==> config.mk <==
export PLATFORM = sky130hd
export DESIGN_NAME = rib_uart
export DESIGN_NICKNAME = d
export VERILOG_FILES = /design/src/rtl/rib_uart_pkg.sv /design/src/rtl/rib_uart_fifo.sv /design/src/rtl/rib_uart.sv
export SDC_FILE = /design/constraint.sdc
export NUM_CORES = 1
export LEC_CHECK = 0
export CAP_MARGIN = 20
export CORE_ASPECT_RATIO = 0.75
export CORE_MARGIN = 4
export CORE_UTILIZATION = 40
export DETAILED_ROUTE_END_ITERATION = 8
export PLACE_DENSITY = 0.64
export SLEW_MARGIN = 20
export SYNTH_ARGS = -nofsm -noshare
export SYNTH_HDL_FRONTEND = slang
export SYNTH_SLANG_ARGS = --single-unit
==> constraint.sdc <==
create_clock -name clk -period 6.8 [get_ports clk]
set_clock_uncertainty 0.1 [all_clocks]
set_input_delay 2.04 -clock clk [delete_from_list [all_inputs] [get_ports clk]]
set_output_delay 2.04 -clock clk [all_outputs]
set_load 0.01 [all_outputs]
==> src/rtl/rib_uart_pkg.sv <==
// Shared definitions for the RIB UART: bus widths, register offsets, STATUS bits, FSM encodings.
package rib_uart_pkg;

    localparam int unsigned AddrBus = 32;
    localparam int unsigned DataBus = 32;
    localparam logic [DataBus-1:0] ZeroWord = 32'h0;
    localparam logic WriteEnable = 1'b1;

    localparam logic [7:0] REG_CTRL   = 8'h00;
    localparam logic [7:0] REG_STATUS = 8'h04;
    localparam logic [7:0] REG_BAUD   = 8'h08;
    localparam logic [7:0] REG_TXDATA = 8'h0C;
    localparam logic [7:0] REG_RXDATA = 8'h10;

    localparam int unsigned ST_TX_BUSY    = 0;
    localparam int unsigned ST_FIFO_FULL  = 1;
    localparam int unsigned ST_FIFO_EMPTY = 2;
    localparam int unsigned ST_RX_VALID   = 3;
    localparam int unsigned ST_RX_OVERRUN = 4;
    localparam int unsigned ST_TX_DROP    = 5;
    localparam int unsigned ST_RX_FERR    = 6;

    typedef enum logic [1:0] {TX_IDLE, TX_START, TX_DATA, TX_STOP} tx_state_e;
    typedef enum logic [1:0] {RX_IDLE, RX_START, RX_DATA, RX_STOP} rx_state_e;

    // Divisors below 2 cannot form a bit time; clamp them.
    function automatic logic [15:0] eff_div(input logic [15:0] div);
        return (div < 16'd2) ? 16'd2 : div;
    endfunction

endpackage

==> src/rtl/rib_uart_fifo.sv <==
// Synchronous TX FIFO; pointers carry one extra wrap bit to tell full from empty.
module rib_uart_fifo #(
    parameter int unsigned DEPTH = 4,
    parameter int unsigned WIDTH = 8
) (
    input  logic             clk,
    input  logic             rst,
    input  logic             push_i,
    input  logic [WIDTH-1:0] wdata_i,
    input  logic             pop_i,
    output logic [WIDTH-1:0] rdata_o,
    output logic             full_o,
    output logic             empty_o
);
    localparam int unsigned AW = $clog2(DEPTH);

    logic [WIDTH-1:0] mem_q [DEPTH];
    logic [AW:0]      wptr_q, rptr_q;
    logic             do_push, do_pop;

    assign full_o  = (wptr_q[AW] != rptr_q[AW]) && (wptr_q[AW-1:0] == rptr_q[AW-1:0]);
    assign empty_o = (wptr_q == rptr_q);
    assign do_push = push_i && !full_o;
    assign do_pop  = pop_i && !empty_o;
    assign rdata_o = mem_q[rptr_q[AW-1:0]];

    always_ff @(posedge clk or posedge rst) begin
        if (rst) begin
            wptr_q <= '0;
            rptr_q <= '0;
        end else begin
            if (do_push) wptr_q <= wptr_q + (AW+1)'(1);
            if (do_pop)  rptr_q <= rptr_q + (AW+1)'(1);
        end
    end

    always_ff @(posedge clk) begin
        if (do_push) mem_q[wptr_q[AW-1:0]] <= wdata_i;
    end

endmodule

==> src/rtl/rib_uart.sv <==
// Memory-mapped UART on a RIB slave port with a TX FIFO.
// Define RIB_UART_RX_EN to build the rx port and receiver.
module rib_uart
    import rib_uart_pkg::*;
#(
    parameter int unsigned FIFO_DEPTH  = 4,
    parameter logic [15:0] DEFAULT_DIV = 16'd434
) (
    input  logic               clk,
    input  logic               rst,
    input  logic [AddrBus-1:0] wraddr,
    input  logic [DataBus-1:0] wdata,
    input  logic               we,
    output logic [DataBus-1:0] rdata,
`ifdef RIB_UART_RX_EN
    input  logic               rx,
`endif
    output logic               tx
);
`ifdef RIB_UART_RX_EN
    localparam logic RxBuilt = 1'b1;
`else
    localparam logic RxBuilt = 1'b0;
`endif

    logic [7:0]  addr;
    logic        wr_ctrl, wr_status, wr_baud, wr_txdata, wr_rxdata;
    logic [1:0]  ctrl_q, ctrl_d;
    logic [15:0] baud_q, baud_d, div_eff;
    logic        tx_drop_q, tx_drop_d;
    tx_state_e   state_q, state_d;
    logic [15:0] baud_cnt_q, baud_cnt_d;
    logic [2:0]  bit_cnt_q, bit_cnt_d;
    logic [7:0]  shift_q, shift_d, fifo_rdata, rx_byte;
    logic        tx_q, tx_d, bit_end, pop_c, fifo_full, fifo_empty;
    logic        rx_valid, rx_overrun, rx_frame_err;
    logic [DataBus-1:0] status_c;
    logic        unused_bits;

    assign unused_bits = ^{wraddr[AddrBus-1:8], wdata[DataBus-1:16]};
    assign addr      = wraddr[7:0];
    assign wr_ctrl   = (we == WriteEnable) && (addr == REG_CTRL);
    assign wr_status = (we == WriteEnable) && (addr == REG_STATUS);
    assign wr_baud   = (we == WriteEnable) && (addr == REG_BAUD);
    assign wr_txdata = (we == WriteEnable) && (addr == REG_TXDATA);
    assign wr_rxdata = (we == WriteEnable) && (addr == REG_RXDATA);
    assign div_eff   = eff_div(baud_q);
    assign bit_end   = baud_cnt_q >= (div_eff - 16'd1);
    assign tx        = tx_q;

    rib_uart_fifo #(.DEPTH(FIFO_DEPTH), .WIDTH(8)) u_fifo (
        .clk     (clk),
        .rst     (rst),
        .push_i  (wr_txdata),
        .wdata_i (wdata[7:0]),
        .pop_i   (pop_c),
        .rdata_o (fifo_rdata),
        .full_o  (fifo_full),
        .empty_o (fifo_empty)
    );

    always_ff @(posedge clk or posedge rst) begin
        if (rst) begin
            ctrl_q     <= '0;
            baud_q     <= DEFAULT_DIV;
            tx_drop_q  <= 1'b0;
            state_q    <= TX_IDLE;
            baud_cnt_q <= '0;
            bit_cnt_q  <= '0;
            shift_q    <= '0;
            tx_q       <= 1'b1;
        end else begin
            ctrl_q     <= ctrl_d;
            baud_q     <= baud_d;
            tx_drop_q  <= tx_drop_d;
            state_q    <= state_d;
            baud_cnt_q <= baud_cnt_d;
            bit_cnt_q  <= bit_cnt_d;
            shift_q    <= shift_d;
            tx_q       <= tx_d;
        end
    end

    // Register writes and TX framing; the baud compare is live so BAUD edits take effect mid-bit.
    always_comb begin
        ctrl_d     = ctrl_q;
        baud_d     = baud_q;
        tx_drop_d  = tx_drop_q;
        state_d    = state_q;
        baud_cnt_d = baud_cnt_q + 16'd1;
        bit_cnt_d  = bit_cnt_q;
        shift_d    = shift_q;
        tx_d       = tx_q;
        pop_c      = 1'b0;

        if (wr_ctrl) ctrl_d = {wdata[1] & RxBuilt, wdata[0]};
        if (wr_baud) baud_d = wdata[15:0];
        if (wr_status && wdata[ST_TX_DROP]) tx_drop_d = 1'b0;
        if (wr_txdata && fifo_full) tx_drop_d = 1'b1;

        case (state_q)
            TX_IDLE: begin
                baud_cnt_d = '0;
                if (ctrl_q[0] && !fifo_empty) begin
                    pop_c   = 1'b1;
                    shift_d = fifo_rdata;
                    tx_d    = 1'b0;
                    state_d = TX_START;
                end
            end
            TX_START: begin
                if (bit_end) begin
                    baud_cnt_d = '0;
                    bit_cnt_d  = '0;
                    tx_d       = shift_q[0];
                    state_d    = TX_DATA;
                end
            end
            TX_DATA: begin
                if (bit_end) begin
                    baud_cnt_d = '0;
                    if (bit_cnt_q == 3'd7) begin
                        tx_d    = 1'b1;
                        state_d = TX_STOP;
                    end else begin
                        bit_cnt_d = bit_cnt_q + 3'd1;
                        shift_d   = {1'b0, shift_q[7:1]};
                        tx_d      = shift_q[1];
                    end
                end
            end
            TX_STOP: begin
                if (bit_end) begin
                    baud_cnt_d = '0;
                    if (ctrl_q[0] && !fifo_empty) begin
                        pop_c   = 1'b1;
                        shift_d = fifo_rdata;
                        tx_d    = 1'b0;
                        state_d = TX_START;
                    end else begin
                        state_d = TX_IDLE;
                    end
                end
            end
            default: state_d = TX_IDLE;
        endcase
    end

`ifdef RIB_UART_RX_EN
    logic [1:0]  rx_sync_q;
    logic        rx_prev_q, rx_s;
    rx_state_e   rx_state_q, rx_state_d;
    logic [15:0] rx_cnt_q, rx_cnt_d;
    logic [2:0]  rx_bit_q, rx_bit_d;
    logic [7:0]  rx_shift_q, rx_shift_d, rx_byte_q, rx_byte_d;
    logic        rx_valid_q, rx_valid_d, rx_overrun_q, rx_overrun_d, rx_ferr_q, rx_ferr_d;

    assign rx_s         = rx_sync_q[1];
    assign rx_byte      = rx_byte_q;
    assign rx_valid     = rx_valid_q;
    assign rx_overrun   = rx_overrun_q;
    assign rx_frame_err = rx_ferr_q;

    always_ff @(posedge clk or posedge rst) begin
        if (rst) begin
            rx_sync_q    <= 2'b11;
            rx_prev_q    <= 1'b1;
            rx_state_q   <= RX_IDLE;
            rx_cnt_q     <= '0;
            rx_bit_q     <= '0;
            rx_shift_q   <= '0;
            rx_byte_q    <= '0;
            rx_valid_q   <= 1'b0;
            rx_overrun_q <= 1'b0;
            rx_ferr_q    <= 1'b0;
        end else begin
            rx_sync_q    <= {rx_sync_q[0], rx};
            rx_prev_q    <= rx_s;
            rx_state_q   <= rx_state_d;
            rx_cnt_q     <= rx_cnt_d;
            rx_bit_q     <= rx_bit_d;
            rx_shift_q   <= rx_shift_d;
            rx_byte_q    <= rx_byte_d;
            rx_valid_q   <= rx_valid_d;
            rx_overrun_q <= rx_overrun_d;
            rx_ferr_q    <= rx_ferr_d;
        end
    end

    // Receiver: half-bit start qualification, then one sample per bit time; set beats clear.
    always_comb begin
        rx_state_d   = rx_state_q;
        rx_cnt_d     = rx_cnt_q + 16'd1;
        rx_bit_d     = rx_bit_q;
        rx_shift_d   = rx_shift_q;
        rx_byte_d    = rx_byte_q;
        rx_valid_d   = rx_valid_q;
        rx_overrun_d = rx_overrun_q;
        rx_ferr_d    = rx_ferr_q;

        if (wr_rxdata) rx_valid_d = 1'b0;
        if (wr_status && wdata[ST_RX_OVERRUN]) rx_overrun_d = 1'b0;
        if (wr_status && wdata[ST_RX_FERR]) rx_ferr_d = 1'b0;

        case (rx_state_q)
            RX_IDLE: begin
                rx_cnt_d = '0;
                if (rx_prev_q && !rx_s) rx_state_d = RX_START;
            end
            RX_START: begin
                if (rx_cnt_q >= ((div_eff >> 1) - 16'd1)) begin
                    rx_cnt_d   = '0;
                    rx_bit_d   = '0;
                    rx_state_d = rx_s ? RX_IDLE : RX_DATA;
                end
            end
            RX_DATA: begin
                if (rx_cnt_q >= (div_eff - 16'd1)) begin
                    rx_cnt_d   = '0;
                    rx_shift_d = {rx_s, rx_shift_q[7:1]};
                    if (rx_bit_q == 3'd7) rx_state_d = RX_STOP;
                    else                  rx_bit_d = rx_bit_q + 3'd1;
                end
            end
            RX_STOP: begin
                if (rx_cnt_q >= (div_eff - 16'd1)) begin
                    rx_cnt_d   = '0;
                    rx_state_d = RX_IDLE;
                    if (!rx_s) begin
                        rx_ferr_d = 1'b1;
                    end else if (ctrl_q[1]) begin
                        rx_byte_d    = rx_shift_q;
                        rx_valid_d   = 1'b1;
                        rx_overrun_d = rx_overrun_d | rx_valid_q;
                    end
                end
            end
            default: rx_state_d = RX_IDLE;
        endcase
    end
`else
    assign rx_byte      = 8'h00;
    assign rx_valid     = 1'b0;
    assign rx_overrun   = 1'b0;
    assign rx_frame_err = 1'b0;
`endif

    always_comb begin
        status_c                = ZeroWord;
        status_c[ST_TX_BUSY]    = (state_q != TX_IDLE);
        status_c[ST_FIFO_FULL]  = fifo_full;
        status_c[ST_FIFO_EMPTY] = fifo_empty;
        status_c[ST_RX_VALID]   = rx_valid;
        status_c[ST_RX_OVERRUN] = rx_overrun;
        status_c[ST_TX_DROP]    = tx_drop_q;
        status_c[ST_RX_FERR]    = rx_frame_err;
    end

    always_comb begin
        rdata = ZeroWord;
        case (addr)
            REG_CTRL:   rdata[1:0]  = ctrl_q;
            REG_STATUS: rdata       = status_c;
            REG_BAUD:   rdata[15:0] = baud_q;
            REG_RXDATA: rdata[7:0]  = rx_byte;
            default:    rdata       = ZeroWord;
        endcase
    end

endmodule

======== Yosys cells after proc, flatten, opt, wreduce, memory -nomap -nowiden ========
Memories as Yosys holds them, arrays and structs flattened.
Cells that the tools add are included.
word-level totals
  bits in registers ....................... 54
  latch bits .............................. 0
  memory bits (writable) .................. 32
  memory bits (read-only) ................. 0
  bits of input ports ..................... 67
  output and inout bits ................... 33
  word-level logic and storage cells ...... 92
  memories kept ........................... 1
cells by class
  add/subtract/negate cells ............... 5
  multipliers ............................. 0
  divide/modulo/power cells ............... 0
  $lt $le $gt $ge ......................... 2
  equality and inequality tests ........... 16
  shift operators ......................... 0
  mux-type cells .......................... 35
  bitwise gates (word level) .............. 0
  reduce and logical (&&, ||, !) cells .... 23
memory list
  name          depth  bits a word  read ports  clocked after Yosys merged registers in  wr ports  line                 source
  u_fifo.mem_q  4      8            1           0                                        1         rib_uart_fifo.sv:17  logic [WIDTH-1:0] mem_q [DEPTH];
operators with widths
  operator               count
  $mux 8                 5
  $mux 16                2
  $pmux 16 s2            1
  $pmux 8 s3             1
  $add 16x1->16 const B  1
  $eq 8x4->1 const B     2
  $ge 16x16->1           1
  $lt 16x2->1 const B    1
  $sub 16x1->16 const B  1
  $mux 1                 12
  $ne 2x2->1 const B     6
  $pmux 6 s2             1
  $logic_and 1x1->1      10
  $mux 2                 5
  $add 3x1->3 const B    3
  $mux 3                 3
  $eq 8x3->1 const B     1
  $logic_not 8->1        1
  $pmux 2 s4             1
  $reduce_and 4->1       2
  $pmux 2 s3             1
  $pmux 3 s2             1
  $reduce_bool 2->1      3
  $reduce_and 5->1       1
  other kinds (13)       15

======== Logic depth before layout (Yosys ltp) ========
Gate-level depths: netlist of run 1.
  word-level depth ........................ 7
  mapped depth ............................ 21
  mapped depth without buffers ............ 18

======== Cells and area by module ========
Synthesis of run 1 repeated with hierarchy kept, for this count alone.
second synthesis, totals
  cell total of the unflattened synthesis .. 419
  area total of the unflattened synthesis .. 4919.7 µm²
modules (own cells, without submodules)
  module         instances  cells an instance  area an instance (µm²)  sequential area each (µm²)
  rib_uart       1          328                3261.9                  1208.7
  rib_uart_fifo  1          91                 1657.8                  1111.1

======== Worst setup path after synthesis of run 1 ========
OpenSTA, ideal clock, no wires.
  path type ............................... input port to output port
  from .................................... in wraddr[7]
  to ...................................... out rdata[10]
  arrival ................................. 3033 ps
  required time ........................... 4660 ps
  setup slack ............................. 1627 ps
  stages .................................. 4
  path buffers ............................ 1
  path through ............................ nor4_1 > and3_1 > clkbuf_1 > and2_1
on the way
  cells in the longest elaborated chain, start to end .. 2
RTL lines
  what                line             source
  start: declaration  rib_uart.sv:11   input logic [AddrBus-1:0] wraddr,
  $eq 8x4->1          rib_uart.sv:261  case (addr)
  $mux 8              rib_uart.sv:261
  end: declaration    rib_uart.sv:14   output logic [DataBus-1:0] rdata,
Every way passes these cells.

======== Final worst setup path of run 1 ========
  from .................................... in wraddr[7]
  to ...................................... out rdata[3]
on the way
  cells in the longest elaborated chain, start to end .. 2
  elaborated cells on any way between the ends .. 3
  those cells by class .................... eq/ne (2); mux (1)
RTL lines
  what                                             line
  $eq 8x4->1 / $eq 8x3->1 (equally long branches)  rib_uart.sv:261
  $pmux 6 s2 *                                     rib_uart.sv:261
Mark *: on every way between the ends. The rest lies on a longest branch, timed or not.

==> impl_metrics.csv, run 1 <==
group,metric,value,unit
die,die_area,13600,um2
critical_path,reg2reg_from,"baud_q[10]",
yosys,async_flop_share,0.628,
global_route,grt_pass1_vias,2978,
critical_path,crit_fanout,13,
global_route,grtUsageTotal,0.142,
clock_tree,cts_buffer_depth,2,
critical_path,path_cells,"clkdlybuf4s50_1 > nor4_1 > and3_1 > and2_1 > clkdlybuf4s50_1",
yosys,synth-warning-count,0,
placed_design,io_buffers,43,
placed_design,gp_congestion,0.814,
placed_design,placedCellCount,598,
routing,drt_iter0_markers,149,
critical_path,r2r_cells,18,
die,start_util,0.409,
routing,post_drt_wl_per_cell,15.2,um
timing,rsz0062_at_grt,"no",
clock_tree,cts_root_buffer,"clkbuf_16",
clock_tree,numCtsBuffers,9,
clock_tree,clock_latency,0.34,ns
routing,routed_wl,9.34,mm
timing,finalHoldViolCount,0,
routing,dr.pass1.iters,4,
power_and_ir_drop,powerDensity,291,nW/um2
clock_tree,cts_hold_buffers,0,
critical_path,critPathMostFrequentCell,"clkdlybuf4s50_1",
layout,final_core_util,0.478,
layout,multi_input_area,2250,um2
yosys,yosysMostFrequentCell,"dfrtp_1",
timing,worst_slew_pin_slew,0.778,ns
yosys,synthTopCellsByArea,"dfrtp_1, edfxtp_1, ha_1",
critical_path,arrival,4.13,ns
die,std_cell_rows,34,
timing,slew_headroom,0.480,
layout,fillerInstances,1030,
yosys,ys_dominant_reg_cell,"dfrtp_1",
global_route,overflow,0,
critical_path,cp-start-kind,"input port",
global_route,grt_pass1_wl,15.3,mm
yosys,synth_top_cell_by_area,"dfrtp_1",
global_route,grt_max_degree,55,
job,max_cap_violations,0,
timing,setup_viol,0,
die,chipHeight,102,um
min_path,hold_start,"u_fifo.wptr_q[2]",
routing,drtAntennaViolNets,0,
min_path,hp-class,"flip-flop to flip-flop",
critical_path,reg2reg_to,"shift_q[2]",
layout,drive_gt1_frac,0.159,
placed_design,dp_slack,0.536,ns
yosys,synth.distinct_cells,52,
layout,syn2layout_area_growth,17.0,%
clock_tree,cts_tree,"built",
layout,antenna_cells,0,
routing,vias_per_cell,5.02,
clock_tree,post_cts_buffers,0,
min_path,min_to,"u_fifo.wptr_q[2]",
yosys,synthCells,404,
clock_tree,htreeDepth,3,
clock_tree,post_cts_resized,0,
timing,fmax,159,MHz
die,boundaryPins,100,
yosys,synth_seq_cells,86,
power_and_ir_drop,vdd_drop_max,0.132,mV
layout,fin_cells,614,
timing,fin_crit,6.27,ns
run_status,status,"finished clean",
min_path,whs_path_depth,1,
yosys,synth_commonest_cells,"dfrtp_1, nor2_1, edfxtp_1, mux2_2, ha_1",
routing,drt_drc_violations_left,0,
critical_path,critPathMaxStageDelay,0.55,ns
critical_path,r2r_slack,1.36,ns
timing,timing.hold.ws,0.387,ns
yosys,synth_edf_count,32,
timing,drv_slew,0,
clock_tree,clkTransAtPathRegs,0.06,ns
critical_path,critical_path_class,"input port to primary output",
timing,fin_setup_tns,0,ns
critical_path,crit_path_end_kind,"primary output",
layout,regArea,2320,um2
power_and_ir_drop,total_leakage_power,0.00230,uW
placed_design,dp_hpwl,6.78,mm
layout,nNetsFinal,544,
yosys,avgSynthCellArea,11.7,um2
clock_tree,clock-sinks,86,
routing,vias,3082,
critical_path,critical_path_required,4.66,ns
yosys,netlist_area,4730,um2
global_route,antenna_found_initial,0,
yosys,yosysSeqAreaShare,0.490,
die,core,11600,um2
die,die_w,134,um
timing,fin_ws,0.527,ns
critical_path,critPathSlowestCell,"clkdlybuf4s50_1",
timing,min_period_over_period,0.922,
yosys,yosysTopAreaCellShare,0.254,
[worst max-delay path by stage]
stage	depth (start not counted)	start	to	slack [ns]
CTS	5	wraddr[6]	rdata[3]	0.52
finish	5	wraddr[7]	rdata[3]	0.53
floorplan	4	wraddr[7]	rdata[10]	1.63
global placement	5	wraddr[3]	rdata[7]	0.57
detailed placement	5	wraddr[6]	rdata[12]	0.54
global route	5	wraddr[3]	rdata[3]	0.37
[logic make-up after synthesis]
| kind of cell | synth area share |
|---|---|
| flip-flops | 0.490 |
| multiplexers | 0.114 |
| adder cells (fa/ha/maj) | 0.0793 |
| AO/OA/AOI/OAI | 0.0608 |
| other | 0.000793 |
| XOR/XNOR | 0.0611 |
| AND/OR/NAND/NOR | 0.148 |
| buffers and inverters | 0.0452 |
[critical path: cells and delay by family]
family / cells / cell delay (ns)
buf+inv: 2 / 0.95
simple gates: 3 / 1.15
[cells in the final DEF, fill, tap and decap left out, drive strengths merged, types with 6 or more instances in the layout]
master	instances
mux4	8
conb	16
inv	14
o21ai	11
ha	30
xnor2	17
and2	18
nor2	39
nand2	19
dfstp	6
mux2	32
edfxtp	32
nand3	12
a21oi	10
dfrtp	48
xor2	16
nor3	10
clkbuf	10
clkdlybuf4s50	43
[routing by layer]
metal / share of wire / GRT usage / up-vias
met5: 0 / 0 / -
met4: 0.0073 / 0.0332 / 0
met3: 0.041 / 0.0330 / 4
met2: 0.44 / 0.218 / 67
met1: 0.51 / 0.207 / 1498
li1: - / - / 1513
[final cells by class]
type | count | share of cell area
clock inverter | 6 | 0.00837
timing repair buffer | 44 | 0.0791
multi-input combinational | 294 | 0.407
sequential | 86 | 0.419
inverter | 12 | 0.00814
clock buffer | 10 | 0.0414
tap | 162 | 0.0366
[state kept, by name, indices dropped and copies added, names as in the netlist]
signal	count
baud_cnt_q	16
baud_q	16
bit_cnt_q	3
ctrl_q	1
shift_q	8
state_q	2
tx	1
tx_drop_q	1
u_fifo.mem_q	32
u_fifo.rptr_q	3
u_fifo.wptr_q	3
[power by group]
part / switching (uW) / internal, uW
sequential: 68.3 / 600
combinational: 246 / 242
clock: 204 / 250
total: 518 / 1090
[per-stage QoR]
step / power (uW) / instance area [um2]
final: 1610 / 5530
after detailed placement: 1160 / 5260
after floorplan: 1050 / 4790
after global placement: 1150 / 5260
after CTS: 1630 / 5530
after global routing: 1720 / 5530
(Power assumes the default switching activity.)
==> inputs of run 2 (changes only) <==
--- a/config.mk
+++ b/config.mk
@@ -11,7 +11,7 @@
 export CORE_UTILIZATION = 40
 export DETAILED_ROUTE_END_ITERATION = 8
 export PLACE_DENSITY = 0.64
-export SLEW_MARGIN = 20
+export SLEW_MARGIN = 15
 export SYNTH_ARGS = -nofsm -noshare
 export SYNTH_HDL_FRONTEND = slang
 export SYNTH_SLANG_ARGS = --single-unit
==> results of run 2 <==
Same layout as run 1: the final DEF is identical, and so are final timing and power.
